==> config.mk <==
export PLATFORM = sky130hd
export DESIGN_NAME = mmio_interconnect
export DESIGN_NICKNAME = d
export VERILOG_FILES = /design/src/rtl/mmio_pkg.sv /design/src/rtl/mmio_addr_match.sv /design/src/rtl/mmio_interconnect.sv
export SDC_FILE = /design/constraint.sdc
export NUM_CORES = 1
export LEC_CHECK = 0
export ABC_AREA = 1
export BUFFER_PORTS_ARGS = -buffer_cell sky130_fd_sc_hd__buf_4
export CAP_MARGIN = 20
export CORE_AREA = 2 2 133 135
export CTS_CLUSTER_SIZE = 30
export DETAILED_ROUTE_END_ITERATION = 16
export DIE_AREA = 0 0 135 137
export HOLD_SLACK_MARGIN = 0.08
export PLACE_DENSITY = 0.68
export SKIP_CTS_REPAIR_TIMING = 1
export SYNTH_ARGS = -nofsm -noshare
export SYNTH_HDL_FRONTEND = slang
export SYNTH_SLANG_ARGS = --single-unit
export TNS_END_PERCENT = 30
==> constraint.sdc <==
create_clock -name clk -period 5.8 [get_ports clk]
set_input_delay 0.58 -clock clk [delete_from_list [all_inputs] [get_ports clk]]
set_output_delay 0.58 -clock clk [all_outputs]
set_load 0.01 [all_outputs]
==> src/rtl/mmio_pkg.sv <==
// Shared definitions for the MMIO interconnect: FSM encoding, error data
// default and the wait-counter width.
package mmio_pkg;

  typedef enum logic [1:0] {
    ST_IDLE    = 2'd0,
    ST_WAIT    = 2'd1,
    ST_ERRRESP = 2'd2
  } state_e;

  localparam logic [31:0] ERR_DATA_DEFAULT = 32'hDEADBEEF;
  localparam int unsigned CNT_W = 16;

endpackage

==> src/rtl/mmio_addr_match.sv <==
// Address decoder for one slave window: hit when BASE <= byte_addr < BASE + SIZE.
module mmio_addr_match #(
  parameter logic [31:0] BASE = 32'd0,
  parameter logic [31:0] SIZE = 32'd4
) (
  input  logic [31:0] byte_addr,
  output logic        hit
);

  // Compared at 33 bits so a window ending exactly at 4 GiB does not wrap.
  localparam logic [32:0] LIMIT = {1'b0, BASE} + {1'b0, SIZE};

  assign hit = (byte_addr >= BASE) && ({1'b0, byte_addr} < LIMIT);

endmodule

==> src/rtl/mmio_interconnect.sv <==
// Single-master MMIO interconnect: decodes the address to one slave, tracks the
// handshake with a wait timeout and records the first bus error address.
module mmio_interconnect
  import mmio_pkg::*;
#(
  parameter int unsigned                 N_SLAVES   = 4,
  parameter logic [32*N_SLAVES-1:0]      SLAVE_BASE = {32'd3072, 32'd1032, 32'd1028, 32'd1024},
  parameter logic [32*N_SLAVES-1:0]      SLAVE_SIZE = {32'd1024, 32'd4, 32'd4, 32'd4},
  parameter int unsigned                 TIMEOUT    = 255,
  parameter logic [31:0]                 ERR_DATA   = ERR_DATA_DEFAULT
) (
  input  logic                     clk,
  input  logic                     rst,
  input  logic                     m_req,
  input  logic                     m_we,
  input  logic [29:0]              m_addr,
  input  logic [3:0]               m_sel,
  input  logic [31:0]              m_wdata,
  output logic [31:0]              m_rdata,
  output logic                     m_ack,
  output logic [N_SLAVES-1:0]      s_req,
  output logic                     s_we,
  output logic [29:0]              s_addr,
  output logic [3:0]               s_sel,
  output logic [31:0]              s_wdata,
  input  logic [32*N_SLAVES-1:0]   s_rdata,
  input  logic [N_SLAVES-1:0]      s_ack,
  output logic                     err,
  output logic [31:0]              err_addr,
  input  logic                     err_clr
);

  localparam int unsigned IDX_W = (N_SLAVES > 1) ? $clog2(N_SLAVES) : 1;
  localparam logic [CNT_W-1:0] CNT_LAST = CNT_W'(TIMEOUT - 1);

  state_e             state_q, state_d;
  logic [CNT_W-1:0]   cnt_q, cnt_d;
  logic [IDX_W-1:0]   idx_q, idx_d;
  logic               err_q, err_d;
  logic [31:0]        err_addr_q, err_addr_d;

  logic [31:0]        byte_addr_s;
  logic [N_SLAVES-1:0] hit_s;
  logic [IDX_W-1:0]   hit_idx_s;
  logic               hit_any_s;
  logic               err_set_s;
  logic [31:0]        slave_rdata_s [N_SLAVES];

  assign byte_addr_s = {m_addr, 2'b00};
  assign s_we        = m_we;
  assign s_addr      = m_addr;
  assign s_sel       = m_sel;
  assign s_wdata     = m_wdata;
  assign err         = err_q;
  assign err_addr    = err_addr_q;

  for (genvar g = 0; g < N_SLAVES; g++) begin : g_slave
    mmio_addr_match #(
      .BASE (SLAVE_BASE[32*g +: 32]),
      .SIZE (SLAVE_SIZE[32*g +: 32])
    ) u_match (
      .byte_addr (byte_addr_s),
      .hit       (hit_s[g])
    );
    assign slave_rdata_s[g] = s_rdata[32*g +: 32];
  end

  // Priority encoder: scanning downwards leaves the lowest hit index.
  always_comb begin
    hit_idx_s = {IDX_W{1'b0}};
    hit_any_s = 1'b0;
    for (int i = N_SLAVES - 1; i >= 0; i--) begin
      if (hit_s[i]) begin
        hit_idx_s = IDX_W'(i);
        hit_any_s = 1'b1;
      end else begin
        hit_any_s = hit_any_s;
      end
    end
  end

  // Handshake FSM, slave request steering, read data mux and error capture.
  always_comb begin
    state_d    = state_q;
    cnt_d      = cnt_q;
    idx_d      = idx_q;
    err_d      = err_q;
    err_addr_d = err_addr_q;
    err_set_s  = 1'b0;
    s_req      = {N_SLAVES{1'b0}};
    m_ack      = 1'b0;
    m_rdata    = 32'd0;
    if (rst) begin
      m_ack = 1'b0;
    end else begin
      case (state_q)
        ST_IDLE: begin
          if (m_req && hit_any_s) begin
            s_req[hit_idx_s] = 1'b1;
            if (s_ack[hit_idx_s]) begin
              m_ack   = 1'b1;
              m_rdata = m_we ? 32'd0 : slave_rdata_s[hit_idx_s];
            end else begin
              state_d = ST_WAIT;
              idx_d   = hit_idx_s;
              cnt_d   = {CNT_W{1'b0}};
            end
          end else if (m_req) begin
            state_d = ST_ERRRESP;
          end else begin
            state_d = ST_IDLE;
          end
        end
        ST_WAIT: begin
          // A real ack outranks a timeout landing in the same cycle.
          if (s_ack[idx_q]) begin
            m_ack   = 1'b1;
            m_rdata = m_we ? 32'd0 : slave_rdata_s[idx_q];
            state_d = ST_IDLE;
            cnt_d   = {CNT_W{1'b0}};
          end else if (cnt_q == CNT_LAST) begin
            m_ack     = 1'b1;
            m_rdata   = m_we ? 32'd0 : ERR_DATA;
            err_set_s = 1'b1;
            state_d   = ST_IDLE;
            cnt_d     = {CNT_W{1'b0}};
          end else begin
            cnt_d = cnt_q + {{(CNT_W-1){1'b0}}, 1'b1};
          end
        end
        ST_ERRRESP: begin
          m_ack     = 1'b1;
          m_rdata   = m_we ? 32'd0 : ERR_DATA;
          err_set_s = 1'b1;
          state_d   = ST_IDLE;
        end
        default: begin
          state_d = ST_IDLE;
          cnt_d   = {CNT_W{1'b0}};
        end
      endcase

      // A clear arriving with a new error re-arms capture for that error.
      if (err_set_s) begin
        err_d = 1'b1;
        if (!err_q || err_clr) begin
          err_addr_d = byte_addr_s;
        end else begin
          err_addr_d = err_addr_q;
        end
      end else if (err_clr) begin
        err_d = 1'b0;
      end else begin
        err_d = err_q;
      end
    end
  end

  // State register with synchronous reset.
  always_ff @(posedge clk) begin
    if (rst) begin
      state_q    <= ST_IDLE;
      cnt_q      <= {CNT_W{1'b0}};
      idx_q      <= {IDX_W{1'b0}};
      err_q      <= 1'b0;
      err_addr_q <= 32'd0;
    end else begin
      state_q    <= state_d;
      cnt_q      <= cnt_d;
      idx_q      <= idx_d;
      err_q      <= err_d;
      err_addr_q <= err_addr_d;
    end
  end

endmodule

# Word-level counts from Yosys, hierarchy flattened
# Index checks and enable logic that the tools add are counted.
# classes
addsub	1
magnitude_cmp	13
n_eq_ne	7
n_mux	54
n_bitwise	4
n_reduce_logical	14
# op_table
operator	n
32-bit 2-to-1 mux	12
32-bit binary-select mux with 2-bit select	2
32-bit by 11-bit >= comparator with 1-bit output (second input constant)	3
32-bit by 11-bit < comparator with 1-bit output (second input constant)	3
32-bit case mux with 3 select lines	1
16-bit 2-to-1 mux	4
16-bit case mux with 3 select lines	1
32-bit by 12-bit >= comparator with 1-bit output (second input constant)	1
32-bit by 13-bit < comparator with 1-bit output (second input constant)	1
2-bit 2-to-1 mux	9
16-bit by 1-bit adder with 16-bit output (second input constant)	1
16-bit by 8-bit == test with 1-bit output (second input constant)	1
1-bit 2-to-1 mux	16
4-bit 2-to-1 mux	3
3-bit >= comparator (second input constant)	2
1-bit logical AND	6
2-bit by 3-bit < comparator with 1-bit output (second input constant)	2
3-bit inequality test (second input constant)	2
2-bit inverter with 3-bit output	2
3-bit AND reduction	2
1-bit binary-select mux with 2-bit select	2
2-bit inequality test (second input constant)	2
2-bit case mux with 2 select lines	1
2-bit AND reduction	2
other kinds (11)	12
# word_totals
register_bits	51
input_bits	203
output_inout_bits	137

# Longest topological paths before layout
# logic_depth
depth_word	15
depth_mapped	15
mapped_depth_nobuf	15

# Modules after synthesis
# Synthesis repeated with hierarchy kept, for this count alone.
# unflattened
cells_unflattened	1293
hier_area_um2	6849.1
# by_module_without_submodules
module	instances	cells_per_inst	area_each_um2
mmio_interconnect	1	1179	6409.9
mmio_addr_match at g_slave[0].u_match ...	3	31	118.9
mmio_addr_match at g_slave[3].u_match	1	21	82.6

# Worst setup path before layout
# No wires, ideal clock.
# synth_path
kind	input -> output
from	in m_addr[10]
to	out m_rdata[23]
t_arrival_ns	2.094
t_required_ns	5.220
setup_slack_ns	3.126
stages	12
n_path_buf	1
cell_sequence	nor2_1 nand3_1 nor2_4 nand2_2 nor2_4 nand2_2 nand4_2 nand2_2 nor2_4 buf_4 nand3_1 a21oi_1
# synth_between
elab_chain_len	15
# synth_lines
element	line_no	source
start, declared	mmio_interconnect.sv:16	input logic [29:0] m_addr,
32-bit by 12-bit >= comparator with 1-bit output or 32-bit by 13-bit < comparator with 1-bit output (tied branches)	mmio_addr_match.sv:13	assign hit = (byte_addr >= BASE) && ({1'b0, byte_addr} < LIMIT);
1-bit logical AND	mmio_addr_match.sv:13	
2-bit 2-to-1 mux (4 in series)	mmio_interconnect.sv:73	if (hit_s[i]) begin
2-bit inverter with 3-bit output (not written as such)	mmio_interconnect.sv:102	m_rdata = m_we ? 32'd0 : slave_rdata_s[hit_idx_s];
32-bit binary-select mux with 2-bit select	mmio_interconnect.sv:102	
32-bit 2-to-1 mux (not written as such) (2 in series)	mmio_interconnect.sv:102	
32-bit 2-to-1 mux	mmio_interconnect.sv:102	
32-bit 2-to-1 mux	mmio_interconnect.sv:100	if (s_ack[hit_idx_s]) begin
32-bit 2-to-1 mux *	mmio_interconnect.sv:98	if (m_req && hit_any_s) begin
32-bit case mux with 3 select lines *	mmio_interconnect.sv:96	case (state_q)
32-bit 2-to-1 mux *	mmio_interconnect.sv:93	if (rst) begin
end, declared	mmio_interconnect.sv:19	output logic [31:0] m_rdata,
# Mark *: on every way between the ends. The rest lies on a longest branch, timed or not. The select of a mux whose other input is x is not followed.

# Worst setup path after layout
# layout_path
from	reg idx_q[1]
to	out m_rdata[3]
# layout_between
elab_chain_len	8
# layout_lines
element	line_no	source
start, declared	mmio_interconnect.sv:38	logic [IDX_W-1:0] idx_q, idx_d;
start signal, assigned	mmio_interconnect.sv:164	idx_q <= {IDX_W{1'b0}};
start signal, assigned	mmio_interconnect.sv:170	idx_q <= idx_d;
2-bit inverter with 3-bit output (not written as such)	mmio_interconnect.sv:118	m_rdata = m_we ? 32'd0 : slave_rdata_s[idx_q];
32-bit binary-select mux with 2-bit select	mmio_interconnect.sv:118	
32-bit 2-to-1 mux (not written as such) (2 in series)	mmio_interconnect.sv:118	
32-bit 2-to-1 mux	mmio_interconnect.sv:118	
32-bit 2-to-1 mux *	mmio_interconnect.sv:116	if (s_ack[idx_q]) begin
32-bit case mux with 3 select lines *	mmio_interconnect.sv:96	
32-bit 2-to-1 mux *	mmio_interconnect.sv:93	
# Marks and branches as above.

==> run summary <==
### Timing
- Max Freq: 219 MHz
- Worst Clk Skew: 0.0128 ns
- worst max-slew margin expressed relative to the limit: 27.8%
- final-report setup violation count: 0
- total count of max-transition violations in the final report: 0
- post-route clock period utilization: 78.8%
- Hold Fails Final Rpt: 0
- time the final worst path needs with I/O delays and setup: 4.57 ns
- RSZ-0062 raised after global routing: false
- PnR worst setup slack: 1.23 ns
- Post-Route Setup TNS: 0 ns
- slew at the pin with the worst max-slew slack: 1.08 ns

### Setup path
- family with the most delay on the worst path: buffers and inverters
- slowest cell on the critical path: sky130_fd_sc_hd__dfxtp_1
- worst-case register-to-register setup slack: 2.03 ns
- crit path launch: idx_q[1]
- highest net fanout along the worst path: 47
- number of buffer and inverter stages on the critical path: 3
- series of cell instances along the critical path: inv_2, o211ai_1, nand2_2, nor2_1, nand2_1, inv_1, a22oi_1, a21oi_1, buf_4
- largest stage delay on the critical path: 0.89 ns
- WP depth: 9
- arrival time at the worst endpoint: 3.99 ns
- crit path capture type: output pin
- Worst Reg2Reg Path Length in Cells: 11
- critical path endpoint: m_rdata[3]
- Crit Path Class: reg2out
- reg2reg end: err_addr[8]
- required time reported for the critical path endpoint: 5.22 ns
- worst reg2reg startpoint: idx_q[1]
- Worst setup SP type: flip-flop

### Job
- Max-Cap Viols: 0

### Route
- routed length per placed instance: 17.4 um
- total number of vias: 8181
- wire length after detailed routing: 25300 um
- number of routed nets with antenna violations: 0
- Pre-Repair DR Iteration Count: 8
- DRC viols: 0
- Detailed Route Iter0 Violations: 596
- ratio of routed vias to standard cells: 5.63

### Die
- Initial Util: 36.5%
- width of the die: 135 um
- Chip Height: 137 um
- die outline area: 18500 um2
- Boundary Pins: 340
- row count: 48
- placeable core area: 17100 um2

### Clocking
- clock edge transition at the registers on the reported setup and hold paths: 0.07 ns
- deepest level of the CTS H-tree: 2
- TritonCTS clock tree: yes
- Num CTS Buffers: 5
- Skew-Pair Late Insertion Delay: 0.30 ns
- buffer type at the clock tree root: sky130_fd_sc_hd__clkbuf_16
- clock sinks: 51
- Max Root-Sink Buffers: 2

### Pwr
- leakage component of the power: 3.45 nW
- Max VDD drop: 0.000109 V
- PwrDens: 119 nW/um2

### Synth
- number of enable flip-flop cells after synthesis: 0
- largest area contributor in the netlist: sky130_fd_sc_hd__dfxtp_1
- sequential share of the synthesized area: 16.4%
- top cell type's share of synthesized area: 16.4%
- asr flop ratio synth: 0%
- biggest area contributors in the synthesized netlist: sky130_fd_sc_hd__dfxtp_1 16%, sky130_fd_sc_hd__nand2_1 12%, sky130_fd_sc_hd__a21oi_1 11%
- synthesized area: 6230 um2
- Yosys warning total: 0
- synthesis-stage register bit count: 51
- most frequently used cell type in the post-synthesis netlist: sky130_fd_sc_hd__nand2_1
- top flip-flop cell by instance count after synthesis: sky130_fd_sc_hd__dfxtp_1
- Synth cell types: 38
- synthesized netlist cell count: 1093
- syn avg cell area: 5.70 um2
- most used standard cells in the synthesized netlist: 195 x sky130_fd_sc_hd__nand2_1, 132 x sky130_fd_sc_hd__a21oi_1, 122 x sky130_fd_sc_hd__nor2_1

### Cells and area
- non-filler instance count after layout: 1453
- layout cells sized above 1: 26.0%
- ANT cells: 0
- Net count, final: 1436
- layout overhead on the synthesized area: 26.3%

### GRT
- via count of the first global-routing pass: 7690
- all-layer global routing usage: 26.2%
- Remaining Overflow, GRT: 0
- maximum number of pins on one net before global-route repair: 66
- global-route wire length before repair: 39300 um
- initial antenna violation count: 0

### Placement
- number of cells in the design after placement: 1445
- number of port buffers: 265
- Routability Congestion: 0.944
- detailed placer's ending HPWL: 18000 um
- minimum setup slack after placement: 1.67 ns

### Worst hold path
- Hold Path Class: reg2reg

### Status
- status: completed

[worst reg2reg max path, cell delays in order (launching register included)]
cell and delay, ns:
sky130_fd_sc_hd__dfxtp_1 0.89, sky130_fd_sc_hd__inv_2 0.57, sky130_fd_sc_hd__a21oi_1 0.24, sky130_fd_sc_hd__o21ai_0 0.13, sky130_fd_sc_hd__nand2_2 0.27, sky130_fd_sc_hd__inv_2 0.17
sky130_fd_sc_hd__o31ai_4 0.24, sky130_fd_sc_hd__buf_4 0.51, sky130_fd_sc_hd__nand3_1 0.14, sky130_fd_sc_hd__buf_4 0.29, sky130_fd_sc_hd__nand2_1 0.11, sky130_fd_sc_hd__a21oi_1 0.06
[worst min-delay path by stage]
stage,start,end,slack [ns],cells after the start
after floorplan,cnt_q[15],cnt_q[15],0.45,2
after global placement,err_addr[20],err_addr[20],0.45,2
after detailed placement,err_addr[16],err_addr[16],0.45,2
after CTS,err_addr[6],err_addr[6],0.47,2
after global routing,err_addr[16],err_addr[16],0.48,2
final,err_addr[3],err_addr[3],0.46,2
[report_power, final]
part           internal, mW  switching, mW
logic                 0.129          0.146
clock network         0.160          0.142
registers             0.355        0.00355
total                 0.645          0.292
[metal layers]
| metal | GRT usage (%) | share of wire [%] | vias up | routed length [um] |
|---|---|---|---|---|
| li1 | - | - | 3930 | - |
| met1 | 31.9 | 40 | 3711 | 10100 |
| met2 | 44.5 | 46 | 476 | 11700 |
| met3 | 4.74 | 9.5 | 64 | 2390 |
| met4 | 12.6 | 3.9 | 0 | 996 |
| met5 | 0 | 0 | - | 0 |
[flip-flops by register name (all words and copies together), names as in the netlist]
signal and flops:
cnt_q 16, err 1, err_addr 30, idx_q 2, state_q 2
[placed cells by master (no fill, tap or decap), drive strengths merged]
master	n
nand3	80
o211ai	1
or2	3
o31ai	1
nor2	132
inv	83
nor3	15
clkinv	4
xor2	4
buf	276
o21ai	92
a21oi	132
and2	2
nand4	107
clkbuf	5
nand2	202
ha	6
a22oi	15
o21a	1
o2111ai	1
xnor2	1
a31oi	1
a221oi	4
dfxtp	51
nand2b	1
conb	2
nand3b	4
nor4	2
[cell type report]
class	instances	area [um2]
flip-flops and latches	51	1020
clock buffers	5	125
inverters	84	315
fillers	1855	9190
clock inverters	3	18.8
well taps	225	282
repair buffers	276	2070
multi-input cells	809	4030
[cell families (layout without fill, tap and decap cells)]
| group | after synthesis | in the layout | synth area share, % |
|---|---|---|---|
| xor+xnor | 5 | 5 | 0.703 |
| buf+inv | 234 | 368 | 19.1 |
| other cells | 1 | 2 | 0.0602 |
| flops | 51 | 51 | 16.4 |
| fa+ha+maj | 6 | 6 | 1.20 |
| simple gates | 548 | 548 | 41.5 |
| compound gates | 248 | 248 | 21.0 |
[per-stage QoR]
stage          area, um2  total power [mW]  util, %  hold WS [ns]
2_1_floorplan       6240             0.513        -         0.454
5_1_grt             7870             0.982     46.1         0.481
4_1_cts             7870             0.944     46.1         0.466
3_3_place_gp        7720             0.639     45.3         0.449
6_report            7870             0.937     46.1         0.464
3_5_place_dp        7720             0.639     45.3         0.454
Note: power is estimated with default switching activity, not from simulation.
